<file path="config.mk">
export PLATFORM = sky130hd
export DESIGN_NAME = xy_divmod_unit_flat
export DESIGN_NICKNAME = d
export VERILOG_FILES = /design/src/rtl/xy_divmod_unit_pkg.sv /design/src/rtl/xy_divmod_unit_if.sv /design/src/rtl/xy_divmod_unit_core.sv /design/src/rtl/xy_divmod_unit.sv /design/src/flat_wrapper.sv
export SDC_FILE = /design/constraint.sdc
export NUM_CORES = 1
export LEC_CHECK = 0
export ABC_AREA = 1
export CAP_MARGIN = 20
export CORE_MARGIN = 2
export CORE_UTILIZATION = 45
export CTS_CLUSTER_DIAMETER = 150
export DETAILED_ROUTE_END_ITERATION = 10
export GPL_TIMING_DRIVEN = 0
export PLACE_DENSITY_LB_ADDON = 0.15
export SLEW_MARGIN = 20
export SYNTH_ARGS = -nofsm -noshare
export SYNTH_HDL_FRONTEND = slang
export SYNTH_SLANG_ARGS = --single-unit
export TNS_END_PERCENT = 100
</file>
<file path="constraint.sdc">
create_clock -name CLK -period 4.01 [get_ports CLK]
set_input_delay 0.6015 -clock CLK [delete_from_list [all_inputs] [get_ports CLK]]
set_output_delay 0.6015 -clock CLK [all_outputs]
set_load 0.01 [all_outputs]
</file>
<file path="src/rtl/xy_divmod_unit_pkg.sv">
// Shared definitions for the xy_divmod_unit divide/modulo peripheral:
// register address map, CSR bit positions and the divider FSM state encoding.
package xy_divmod_unit_pkg;

  localparam logic [2:0] ADDR_X   = 3'd0;
  localparam logic [2:0] ADDR_Y   = 3'd1;
  localparam logic [2:0] ADDR_REM = 3'd2;
  localparam logic [2:0] ADDR_QUO = 3'd3;
  localparam logic [2:0] ADDR_CSR = 3'd4;

  // CSR write fields
  localparam int CSR_START     = 0;
  localparam int CSR_SIGNED_WR = 1;
  // CSR read fields
  localparam int CSR_BUSY      = 0;
  localparam int CSR_DONE      = 1;
  localparam int CSR_DZ        = 2;
  localparam int CSR_SIGNED_RD = 3;

  typedef enum logic [1:0] {
    IDLE = 2'd0,
    PREP = 2'd1,
    DIV  = 2'd2,
    FIX  = 2'd3
  } state_e;

endpackage

</file>
<file path="src/rtl/xy_divmod_unit_if.sv">
// Register-style bus between the processor (master) and xy_divmod_unit (slave).
//   E    block select        W/R  write/read strobes
//   ADDR register address    D    write data (DATA_W)
//   OUT  registered read data (BUS_W)
//   BUSY operation running   DONE sticky result-valid flag
interface xy_divmod_unit_if #(
  parameter int DATA_W = 16,
  parameter int BUS_W  = 32
);
  logic              E;
  logic              W;
  logic              R;
  logic [2:0]        ADDR;
  logic [DATA_W-1:0] D;
  logic [BUS_W-1:0]  OUT;
  logic              BUSY;
  logic              DONE;

  modport master (output E, W, R, ADDR, D, input OUT, BUSY, DONE);
  modport slave  (input E, W, R, ADDR, D, output OUT, BUSY, DONE);
endinterface

</file>
<file path="src/rtl/xy_divmod_unit_core.sv">
// divmod_core: multi-cycle restoring divider, one quotient bit per cycle.
//   start  launch (sampled in IDLE); operands and sgn are taken one cycle later
//   sgn    signed mode (truncating division, remainder follows dividend)
//   x, y   dividend / divisor
//   busy   FSM not idle
//   done   one-cycle pulse in FIX; rem/quo/dz are valid only while done=1
module divmod_core
  import xy_divmod_unit_pkg::*;
#(
  parameter int DATA_W = 16
) (
  input  logic              clk,
  input  logic              rst,
  input  logic              start,
  input  logic              sgn,
  input  logic [DATA_W-1:0] x,
  input  logic [DATA_W-1:0] y,
  output logic              busy,
  output logic              done,
  output logic [DATA_W-1:0] rem,
  output logic [DATA_W-1:0] quo,
  output logic              dz
);

  localparam logic [1:0] S_IDLE = IDLE;
  localparam logic [1:0] S_PREP = PREP;
  localparam logic [1:0] S_DIV  = DIV;
  localparam logic [1:0] S_FIX  = FIX;
  localparam int CNT_W = (DATA_W > 2) ? $clog2(DATA_W) : 1;

  function automatic logic [DATA_W-1:0] apply_sign(input logic [DATA_W-1:0] v,
                                                   input logic neg);
    return neg ? -v : v;
  endfunction

  logic [1:0]        state_q;
  logic [CNT_W-1:0]  cnt_q;
  logic              neg_q_q, neg_r_q, dz_q;
  logic [DATA_W:0]   r_q;
  logic [DATA_W-1:0] q_q, b_q;

  logic              x_neg, y_neg;
  logic [DATA_W-1:0] x_mag, y_mag;
  logic [DATA_W+1:0] r_sh, diff;

  assign x_neg = sgn & x[DATA_W-1];
  assign y_neg = sgn & y[DATA_W-1];
  assign x_mag = apply_sign(x, x_neg);
  assign y_mag = apply_sign(y, y_neg);

  // Shift the next dividend bit into the partial remainder and trial-subtract.
  assign r_sh = {r_q, q_q[DATA_W-1]};
  assign diff = r_sh - {2'b00, b_q};

  always_ff @(posedge clk or posedge rst) begin
    if (rst) begin
      state_q <= S_IDLE;
      cnt_q   <= '0;
      neg_q_q <= 1'b0;
      neg_r_q <= 1'b0;
      dz_q    <= 1'b0;
    end else begin
      unique case (state_q)
        S_IDLE: if (start) state_q <= S_PREP;
        S_PREP: begin
          cnt_q <= '0;
          if (y == '0) begin
            // Divide by zero bypasses the iteration entirely.
            neg_q_q <= 1'b0;
            neg_r_q <= 1'b0;
            dz_q    <= 1'b1;
            state_q <= S_FIX;
          end else begin
            neg_q_q <= x_neg ^ y_neg;
            neg_r_q <= x_neg;
            dz_q    <= 1'b0;
            state_q <= S_DIV;
          end
        end
        S_DIV: begin
          cnt_q <= cnt_q + CNT_W'(1);
          if (cnt_q == CNT_W'(DATA_W - 1)) state_q <= S_FIX;
        end
        default: state_q <= S_IDLE;
      endcase
    end
  end

  always_ff @(posedge clk) begin
    if (state_q == S_PREP) begin
      if (y == '0) begin
        r_q <= {1'b0, x};
        q_q <= '1;
      end else begin
        r_q <= '0;
        q_q <= x_mag;
        b_q <= y_mag;
      end
    end else if (state_q == S_DIV) begin
      if (!diff[DATA_W+1]) begin
        r_q <= diff[DATA_W:0];
        q_q <= {q_q[DATA_W-2:0], 1'b1};
      end else begin
        r_q <= r_sh[DATA_W:0];
        q_q <= {q_q[DATA_W-2:0], 1'b0};
      end
    end
  end

  // Magnitude results with signs reapplied; most-negative / -1 wraps to itself.
  assign quo  = apply_sign(q_q, neg_q_q);
  assign rem  = apply_sign(r_q[DATA_W-1:0], neg_r_q);
  assign busy = (state_q != S_IDLE);
  assign done = (state_q == S_FIX);
  assign dz   = dz_q;

endmodule

</file>
<file path="src/rtl/xy_divmod_unit.sv">
// xy_divmod_unit: memory-mapped divide/modulo peripheral (bus wrapper).
//   CLK, RST  clock (rising edge), asynchronous active-high reset
//   bus       slave side of xy_divmod_unit_if (E/W/R/ADDR/D in, OUT/BUSY/DONE out)
// Holds X, Y, SIGNED, REM, QUO, DZ, DONE and the registered read port around divmod_core.
module xy_divmod_unit
  import xy_divmod_unit_pkg::*;
#(
  parameter int DATA_W     = 16,
  parameter int BUS_W      = 32,
  parameter bit AUTO_START = 1'b1
) (
  input logic         CLK,
  input logic         RST,
  xy_divmod_unit_if.slave bus
);

  logic              busy, core_done, core_dz;
  logic [DATA_W-1:0] core_rem, core_quo;
  logic              wr, start;
  logic [DATA_W-1:0] x_q, y_q, rem_q, quo_q;
  logic              sgn_q, dz_q, done_q;
  logic [BUS_W-1:0]  out_q, rd_data;

  // Register writes are only accepted while the divider is idle.
  assign wr    = bus.E & bus.W & ~busy;
  assign start = wr & (((bus.ADDR == ADDR_CSR) & bus.D[CSR_START]) |
                       ((bus.ADDR == ADDR_Y) & AUTO_START));

  divmod_core #(.DATA_W(DATA_W)) u_core (
    .clk   (CLK),
    .rst   (RST),
    .start (start),
    .sgn   (sgn_q),
    .x     (x_q),
    .y     (y_q),
    .busy  (busy),
    .done  (core_done),
    .rem   (core_rem),
    .quo   (core_quo),
    .dz    (core_dz)
  );

  always_comb begin
    rd_data = '0;
    unique case (bus.ADDR)
      ADDR_X:   rd_data[DATA_W-1:0] = x_q;
      ADDR_Y:   rd_data[DATA_W-1:0] = y_q;
      ADDR_REM: rd_data[DATA_W-1:0] = rem_q;
      ADDR_QUO: rd_data[DATA_W-1:0] = quo_q;
      ADDR_CSR: begin
        rd_data[CSR_BUSY]      = busy;
        rd_data[CSR_DONE]      = done_q;
        rd_data[CSR_DZ]        = dz_q;
        rd_data[CSR_SIGNED_RD] = sgn_q;
      end
      default: rd_data = '0;
    endcase
  end

  always_ff @(posedge CLK or posedge RST) begin
    if (RST) begin
      x_q    <= '0;
      y_q    <= '0;
      rem_q  <= '0;
      quo_q  <= '0;
      sgn_q  <= 1'b0;
      dz_q   <= 1'b0;
      done_q <= 1'b0;
      out_q  <= '0;
    end else begin
      if (wr && bus.ADDR == ADDR_X)   x_q   <= bus.D;
      if (wr && bus.ADDR == ADDR_Y)   y_q   <= bus.D;
      if (wr && bus.ADDR == ADDR_CSR) sgn_q <= bus.D[CSR_SIGNED_WR];
      if (start) begin
        done_q <= 1'b0;
        dz_q   <= 1'b0;
      end else if (core_done) begin
        done_q <= 1'b1;
        dz_q   <= core_dz;
        rem_q  <= core_rem;
        quo_q  <= core_quo;
      end
      // Read mux sees pre-edge register values, so a same-edge write returns old data.
      if (bus.E && bus.R) out_q <= rd_data;
    end
  end

  assign bus.OUT  = out_q;
  assign bus.BUSY = busy;
  assign bus.DONE = done_q;

endmodule

</file>
<file path="src/flat_wrapper.sv">
// flat-port wrapper written by rule: the top's interface ports become plain ports
module xy_divmod_unit_flat import xy_divmod_unit_pkg::*;
#(
  parameter int DATA_W     = 16,
  parameter int BUS_W      = 32,
  parameter bit AUTO_START = 1'b1
)
  (CLK, RST, bus_E, bus_W, bus_R, bus_ADDR, bus_D, bus_OUT, bus_BUSY, bus_DONE);
  xy_divmod_unit_if #(.DATA_W(DATA_W), .BUS_W(BUS_W)) bus_i ();
  input logic CLK;
  input logic RST;
  input wire logic [$bits(bus_i.E)-1:0] bus_E;
  input wire logic [$bits(bus_i.W)-1:0] bus_W;
  input wire logic [$bits(bus_i.R)-1:0] bus_R;
  input wire logic [$bits(bus_i.ADDR)-1:0] bus_ADDR;
  input wire logic [$bits(bus_i.D)-1:0] bus_D;
  output wire logic [$bits(bus_i.OUT)-1:0] bus_OUT;
  output wire logic [$bits(bus_i.BUSY)-1:0] bus_BUSY;
  output wire logic [$bits(bus_i.DONE)-1:0] bus_DONE;
  assign bus_i.E = bus_E;
  assign bus_i.W = bus_W;
  assign bus_i.R = bus_R;
  assign bus_i.ADDR = bus_ADDR;
  assign bus_i.D = bus_D;
  assign bus_OUT = bus_i.OUT;
  assign bus_BUSY = bus_i.BUSY;
  assign bus_DONE = bus_i.DONE;
  xy_divmod_unit #(.DATA_W(DATA_W), .BUS_W(BUS_W), .AUTO_START(AUTO_START)) u_core (.CLK(CLK), .RST(RST), .bus(bus_i));
endmodule
</file>
**Word level (Yosys, flattened, before mapping)**

Index checks and enable logic that the tools add are counted.

- Register bits: 141
- Latch bits: 0
- RAM bits: 0
- ROM bits: 0
- Input port bits: 24
- Logic and storage cells: 82
- Memories kept: 0

- Add/subtract/negate cells: 6
- $mul: 0
- Div/mod/pow operators: 0
- Magnitude comparators: 0
- Eq/ne operators: 10
- Shift-type cells: 0
- Mux-type cells: 26
- Bitwise logic cells: 11
- Reductions and logical operators: 13

Operators by type and width:

| kind | number |
|---|---|
| 16-bit 2-to-1 mux | 8 |
| 16-bit negation | 4 |
| 17-bit 2-to-1 mux | 3 |
| 12-bit one-hot mux with 4 select lines | 1 |
| 4-bit one-hot mux with 5 select lines | 1 |
| 18-bit by 16-bit subtractor with 18-bit output | 1 |
| 16-bit zero test | 1 |
| 1-bit 2-to-1 mux | 9 |
| 4-bit one-hot mux with 2 select lines | 1 |
| 1-bit bitwise AND | 6 |
| 3-bit by 2-bit == test with 1-bit output (second input constant) | 2 |
| 2-bit one-hot mux with 3 select lines | 1 |
| 2-bit AND reduction | 3 |
| 2-bit nonzero test | 3 |
| 4-bit by 1-bit adder with 4-bit output (second input constant) | 1 |
| 2-bit == test (second input constant) | 2 |
| 4-bit == test (second input constant) | 1 |
| 1-bit logical AND | 4 |
| 2-bit 2-to-1 mux | 2 |
| 2-bit != test (second input constant) | 2 |
| 3-bit by 1-bit == test with 1-bit output (second input constant) | 1 |
| 3-bit == test (second input constant) | 1 |
| 3-bit zero test | 1 |
| 1-bit NOT | 3 |
| 4 further kinds | 4 |

**Longest topological paths before layout**

Gate-level depths: netlist of run 1.

- Depth in word-level cells: 6
- Mapped depth: 15

**Hierarchy**

From an unflattened synthesis of run 1, not the netlist that was laid out.

- Cell total of the unflattened synthesis: 1214
- Area, all modules: 9311.4 µm²

Modules (own cells, without submodules):

| module | times used | cells an instance | area an instance (µm²) |
|---|---|---|---|
| divmod_core | 1 | 722 | 5358.9 |
| xy_divmod_unit | 1 | 492 | 3952.5 |

**Worst setup path before layout of run 1**

OpenSTA, ideal clock, no wires.

- Kind: register -> register
- From: reg u_core.u_core.state_q[0]
- To: reg u_core.u_core.cnt_q[3]
- Library setup time: 0.119 ns
- Data arrival time: 2.022 ns
- Required time: 3.891 ns
- Setup slack: 1.869 ns
- Stages on the path, launching flop included: 8
- Path buffers: 1
- Clock period less this slack: 2.141 ns
- Cell sequence: dfrtp_1 inv_1 ha_1 clkbuf_1 nand2_1 nor2_1 a32o_1 nor2_1

- Word-level cells in the longest chain between the ends: 2

RTL lines:

| element | RTL line | source |
|---|---|---|
| start: declaration | xy_divmod_unit_core.sv:36 | `logic [1:0] state_q;` |
| start signal: assignment | xy_divmod_unit_core.sv:57 | `state_q <= S_IDLE;` |
| start signal: assignment | xy_divmod_unit_core.sv:64 | `S_IDLE: if (start) state_q <= S_PREP;` |
| start signal: assignment | xy_divmod_unit_core.sv:72 | `state_q <= S_FIX;` |
| 2-bit == test or 2-bit by 1-bit == test with 1-bit output (tied branches) | xy_divmod_unit_core.sv:63 | `unique case (state_q)` |
| 4-bit one-hot mux with 2 select lines or 2-bit nonzero test (tied branches) | n/a |  |
| end signal: assignment | xy_divmod_unit_core.sv:81 | `cnt_q <= cnt_q + CNT_W'(1);` |
| end: declaration | xy_divmod_unit_core.sv:37 | `logic [CNT_W-1:0] cnt_q;` |

Several ways; a longest one is shown, not always the timed one.
A chain may end at the register's enable or synchronous reset.

**Final worst setup path of run 1**

- From: reg u_core.y_q[0]
- To: reg u_core.u_core.q_q[13] (data pin)

- Word-level cells in the longest chain between the ends: 3

RTL lines:

| element | RTL line | source |
|---|---|---|
| start: declaration | xy_divmod_unit.sv:20 | `logic [DATA_W-1:0] x_q, y_q, rem_q, quo_q;` |
| start signal: assignment | xy_divmod_unit.sv:72 | `if (wr && bus.ADDR == ADDR_Y) y_q <= bus.D;` |
| 16-bit zero test | xy_divmod_unit_core.sv:91 | `if (y == '0) begin` |
| 16-bit 2-to-1 mux | xy_divmod_unit_core.sv:91 |  |
| 16-bit 2-to-1 mux | xy_divmod_unit_core.sv:90 | `if (state_q == S_PREP) begin` |
| end signal: assignment | xy_divmod_unit_core.sv:96 | `q_q <= x_mag;` |
| end signal: assignment | xy_divmod_unit_core.sv:102 | `q_q <= {q_q[DATA_W-2:0], 1'b1};` |
| end signal: assignment | xy_divmod_unit_core.sv:105 | `q_q <= {q_q[DATA_W-2:0], 1'b0};` |
| end: declaration | xy_divmod_unit_core.sv:40 | `logic [DATA_W-1:0] q_q, b_q;` |

Every way passes these cells.

==> metrics.cfg, run 1 <==
[timing]
setup_tns_ns=0
clock.fmax_mhz=416.5
fin_skew_ns=0.01388
slew_violations=0
relSlewSlack_pct=51.59
rsz0062_at_grt=no
hold_viol=0
worstMarginPinSlew_ns=0.7261
setup_viol_count_final=0
finalCritPeriodShare_pct=59.87
fin_crit_ns=2.401

[yosys]
synth.most_common_cell=nand2_1
synthCells=1128
synth.distinct_cells=47
synthFlopType=dfrtp_1
synth_area_leaders=dfrtp_1 (26%), edfxtp_1 (17%), nand2_1 (15%)
synth_top_area_share_pct=26.15
synth_common_cells=nand2_1 (345), inv_1 (128), dfrtp_1 (92)
synth_top_area_cell=dfrtp_1
synth_async_sr_flop_share_pct=65.25
syn-cell-area_mm2=0.008803
yosysWarnings=0
ys_seq_area_share_pct=42.87
avgSynthCellArea_um2=7.804
ys_ff_latch=141
synth_edf_count=49

[clocking]
hold_buffers=0
cts_made_buffers=17
clk_latency_ns=0.43
cts_max_path_buffers=2
tritoncts=done
cts_resized=0
cts_root_buf=clkbuf_16
clk_pin_slew_ns=0.06
htreeDepth=4
cts_setup_buffers=0
cts_sinks=141

[drt]
drt_first_pass_iters=5
postRouteAntennaNets=0
wl_per_cell_um=17.68
drc=0
via_per_inst=5.187
vias=7692
drt-total-wl_um=26230
first_iter_violations=767

[floorplan]
die_w_um=143.9
rows=51
dieHeight_um=143.9
initial_core_util_pct=45.53
io_pins=58
core-area_mm2=0.01933
die-area_mm2=0.02070

[run]
max-cap-violations=0

[hold_path]
hold_class=flop to flop

[grt]
grt_pass1_vias=7438
grt_overflow=0
grt_pass1_wl_um=40790
track_usage_pct=26.44
grt_max_degree=50
antenna_found_initial=0

[worst_setup_path]
cp-start-kind=flop
worstSetupEndpointType=flop
crit_fanout=25
crit_type=flop to flop
crit_arrival_ns=2.55
required_ns=4.16

[power_and_ir_drop]
ir_drop_v=0.0004230
power.leakage_nw=4.908
finalPower_w=0.01018
power_density_mw_per_mm2=985.1

[place]
gp_congestion=1.031
place_inst=1451
place_hpwl_um=20410
port_buffers=41
postPlaceCellArea_mm2=0.009657

[layout]
final_core_util_pct=53.44
area_growth_pct=17.37
final_cells=1483
finalInstanceArea_mm2=0.01033
final_layout_size_suffix_gt1_share_pct=10.59
n_antenna_cell=0
fin_nets=1255

[outcome]
status=complete, no violations

-- metal layers --
metal	track usage, %	up-vias	wire [um]	part of all wire (%)
met2	43.78	216	12560	48
met3	4.598	43	1268	4.8
met4	9.288	0	737	2.8
met1	35.00	3657	11660	44
li1	-	3776	-	-
met5	0	-	0	0
-- critical path, cell delays in order (launching register included) --
cell     delay, ns
dfrtp_1       0.36
inv_2         0.09
ha_1          0.22
nand3_1       0.10
nor2_1        0.04
nand2_1       0.11
nor2_4        0.06
nand2_1       0.17
nand2_2       0.18
inv_2         0.11
buf_2         0.47
a31oi_1       0.19
-- layout by cell type, fill, tap and decap left out, drive strengths merged --
cell type / synthesis / layout
a21oi: 42 / 42
bufinv: 0 / 4
buf: 28 / 30
a31oi: 12 / 12
a32o: 1 / 1
a22oi: 3 / 3
o21ai: 79 / 79
xor2: 40 / 40
o22ai: 4 / 4
nand3: 96 / 96
ha: 25 / 25
mux2: 2 / 2
xnor2: 5 / 5
nor2: 85 / 85
clkinvlp: 0 / 1
fa: 1 / 1
nand3b: 4 / 4
nand2: 354 / 354
a21boi: 1 / 1
dfrtp: 92 / 92
nand4: 6 / 6
clkdlybuf4s50: 0 / 41
clkbuf: 20 / 41
clkinv: 2 / 5
o211ai: 2 / 2
edfxtp: 49 / 49
o221ai: 3 / 3
o2111ai: 12 / 12
conb: 1 / 16
inv: 144 / 147
nor3: 10 / 10
nor4: 1 / 1
o31ai: 2 / 2
or2: 2 / 2
-- per-stage QoR --
step           hold slack, ns  setup WS (ns)
2_1_floorplan          0.4453          1.017
3_3_place_gp           0.4653        -0.5996
3_5_place_dp           0.4660          1.536
4_1_cts                0.4855          1.562
5_1_grt                0.5120          1.429
6_report               0.4833          1.609
-- worst paths after layout --
check                                                     from                         endpoint  slack, ns  cells past startpoint
worst max register to register       u_core.y_q[0]$_DFFE_PP0P_  u_core.u_core.q_q[13]$_DFFE_PP_       1.61                     11
worst min register to register  u_core.bus.OUT[12]$_DFFE_PP0P_   u_core.bus.OUT[12]$_DFFE_PP0P_       0.48                      2
max in group asynchronous                                  RST        u_core.y_q[1]$_DFFE_PP0P_       2.82                      3
worst min-delay path            u_core.bus.OUT[12]$_DFFE_PP0P_   u_core.bus.OUT[12]$_DFFE_PP0P_       0.48                      2
min in group asynchronous                                  RST     u_core.rem_q[14]$_DFFE_PP0P_       0.59                      2
worst max-delay path                 u_core.y_q[0]$_DFFE_PP0P_  u_core.u_core.q_q[13]$_DFFE_PP_       1.61                     11
-- sequential cells by signal (all words and copies together) (netlist names) --
register and flops:
u_core.y_q 16, u_core.u_core.r_q 17, u_core.u_core.neg_r_q 1, u_core.bus.OUT 16, u_core.u_core.dz 1, u_core.u_core.state_q 2, u_core.bus.DONE 1, u_core.u_core.b_q 16
u_core.u_core.q_q 16, u_core.quo_q 16, u_core.rem_q 16, u_core.dz_q 1, u_core.x_q 16, u_core.u_core.cnt_q 4, u_core.sgn_q 1, u_core.u_core.neg_q_q 1
-- power breakdown --
part | total (W) | switching [W] | internal [W]
clock network | 0.00181 | 0.000651 | 0.00115
registers | 0.00312 | 0.000665 | 0.00246
logic | 0.00525 | 0.00340 | 0.00185
total | 0.0102 | 0.00471 | 0.00546
-- cells by family (layout without fill, tap and decap cells) --
group | Yosys count | after routing | synth area share (%)
other cells | 1 | 16 | 0.04260
simple gates | 558 | 558 | 28.55
fa+ha+maj | 26 | 26 | 3.781
compound gates | 161 | 161 | 10.39
flops | 141 | 141 | 42.87
mux | 2 | 2 | 0.2558
buf+inv | 194 | 269 | 9.636
xor+xnor | 45 | 45 | 4.477
-- layout make-up --
cell class	count	area [um2]
Clock buffer	21	503.0
Clock inverter	11	172.7
Buffer	48	300.3
Multi-Input combinational cell	808	4240
Fill cell	1859	9002
Sequential cell	141	3774
Inverter	146	553.0
Timing Repair Buffer	43	457.9
Tap cell	265	331.6
Power figures use the tool's default switching activity.
==> run 2, diff against run 1 <==
==> constraint.sdc (replaced) <==
create_clock -name CLK -period 2.2 [get_ports CLK]
set_input_delay 0.33 -clock CLK [delete_from_list [all_inputs] [get_ports CLK]]
set_output_delay 0.33 -clock CLK [all_outputs]
set_load 0.01 [all_outputs]
==> metrics.cfg, run 2 (same netlist as run 1, synthesis figures left out) <==
[outcome]
status=complete, no violations

[place]
gp_congestion=0.9726
pre_cts_slack_ns=-0.2037
place_hpwl_um=20440
place_inst=1453
port_buffers=41

[drt]
first_iter_violations=705
drc=0
drt_first_pass_iters=7
wl_per_cell_um=17.64
vias=7863
via_per_inst=5.204
postRouteAntennaNets=0
drt-total-wl_um=26650

[timing]
setup_viol_count_final=0
hold_viol=0
slew_violations=0
finalCritPeriodShare_pct=97.89
worstMarginPinSlew_ns=0.7893
fin_skew_ns=0.006747
fin_crit_ns=2.154
clock.fmax_mhz=464.3
timing.final.ws_setup_ns=0.04635
relSlewSlack_pct=47.38
setup_tns_ns=0

[worst_setup_path]
crit_fanout=5
crit_type=flop to flop
slowest_delay_ns=0.49
crit_chain=ha_4 -> nand2_2 -> nor2_4 -> nand3_2 -> nand3_4 -> nand2_8 -> nand3_4 -> buf_4 -> nand3_1 -> nand3_1 -> nand2_1
crit_arrival_ns=2.33
cp_slowest_cell=edfxtp_1
required_ns=2.38
worstSetupEndpointType=flop
cp-start-kind=flop

[clocking]
htreeDepth=4
tritoncts=done
clk_latency_ns=0.43
clk_pin_slew_ns=0.06
cts_max_path_buffers=2
hold_buffers=0
cts_root_buf=clkbuf_16
cts_made_buffers=17
cts_sinks=141

[grt]
antenna_found_initial=0
grt_overflow=0
grt_pass1_wl_um=40760
grt_max_degree=34
track_usage_pct=26.53
grt_pass1_vias=7356

[power_and_ir_drop]
p_sw_w=0.008902
ir_drop_v=0.0009941
comb_power_share_pct=56.6
power_frac_seq_pct=29.1
power.leakage_nw=5.031
intPower_w=0.01055
clkPwrFrac_pct=14.3
power_density_mw_per_mm2=1799
swShare_pct=45.76

[floorplan]
dieHeight_um=143.9
die_w_um=143.9
io_pins=58
initial_core_util_pct=45.53
die-area_mm2=0.02070
core-area_mm2=0.01933
rows=51

[layout]
nFillCells=1817
final_common_cell=nand2_1
final_cell_mix=nand2_1 (338), inv_1 (121), dfrtp_1 (92)
largest_reg_flops=17
final_layout_size_suffix_gt1_share_pct=15.25
final_cells=1511
largest_register=u_core.u_core.r_q
fin_nets=1283
n_antenna_cell=0
area_growth_pct=22.85

[run]
max-cap-violations=0

[hold_path]
hold_class=input pin to asynchronous set/reset pin

==> run 2: cell count changes in the layout (fill, tap and decap cells not counted), moves of 6 or more <==
cell / change
buf_12: +9
buf_4: +22
ha_1: -15
ha_4: +13
inv_1: -6
inv_2: +6
nand2_1: -7
nand2_2: +6
==> run 2: final timing paths <==
kind                                                      from                              end  slack, ns  cells after the start
worst max register to register  u_core.u_core.r_q[4]$_DFFE_PP_  u_core.u_core.r_q[14]$_DFFE_PP_       0.05                     11
worst min register to register       u_core.y_q[0]$_DFFE_PP0P_   u_core.u_core.b_q[0]$_DFFE_PP_       0.47                      0
min in group CLK                     u_core.y_q[0]$_DFFE_PP0P_   u_core.u_core.b_q[0]$_DFFE_PP_       0.47                      0
worst min-delay path                                       RST        u_core.y_q[1]$_DFFE_PP0P_       0.19                      2
max in group asynchronous                                  RST    u_core.bus.OUT[1]$_DFFE_PP0P_       1.36                      4
worst max-delay path            u_core.u_core.r_q[4]$_DFFE_PP_  u_core.u_core.r_q[14]$_DFFE_PP_       0.05                     11
==> run 2: area by class of cell <==
type                       instances  area [um2]  area share (%)
inverter                         146       551.8           5.102
clock inverter                     7       61.31          0.5669
multi-input combinational        808        4516           41.75
buffer                            48       330.3           3.054
sequential                       141        3774           34.89
timing repair buffer              71       745.7           6.895
tap                              265       331.6           3.066
clock buffer                      25       505.5           4.674
==> run 2: repair_timing <==
action                                  4_1_cts  5_1_grt
endpoints found under the setup margin       41       26
setup buffers                                 8       16
cloned                                        0        2
gates resized for setup                      18       35
pin swaps                                     1       16
==> run 2: critical path: cells and delay by family (launching register included) <==
| family | cells | cell delay [ns] |
|---|---|---|
| buffers and inverters | 1 | 0.17 |
| and+or+nand+nor | 9 | 0.90 |
| adders and majority gates | 1 | 0.34 |
| DFF | 1 | 0.49 |
==> run 2: metal layers <==
layer | vias up | track usage [%] | routed length [um]
met3 | 53 | 3.565 | 1302
met2 | 263 | 43.71 | 12680
met5 | - | 0 | 0
met4 | 0 | 11.15 | 829
met1 | 3701 | 35.26 | 11840
li1 | 3846 | - | -
==> run 2: stage by stage <==
step | instance area [um2] | utilization [%] | total power (W) | hold WS [ns]
2_1_floorplan | 8864 | - | 0.01217 | 0.4453
3_3_place_gp | 9605 | 49.68 | 0.01488 | 0.4668
3_5_place_dp | 9688 | 50.11 | 0.01509 | 0.4509
4_1_cts | 10460 | 54.11 | 0.01840 | 0.1919
5_1_grt | 10820 | 55.94 | 0.02090 | 0.2226
6_report | 10820 | 55.94 | 0.01945 | 0.1923
==> run 2: power groups by stage <==
stage | combinational (W) | sequential, W | clock (W)
final | 0.0110 | 0.00567 | 0.00278
after global routing | 0.0122 | 0.00577 | 0.00291
after CTS | 0.00999 | 0.00560 | 0.00281
after detailed placement | 0.00943 | 0.00567 | 0
after global placement | 0.00920 | 0.00569 | 0
after floorplan | 0.00694 | 0.00523 | 0
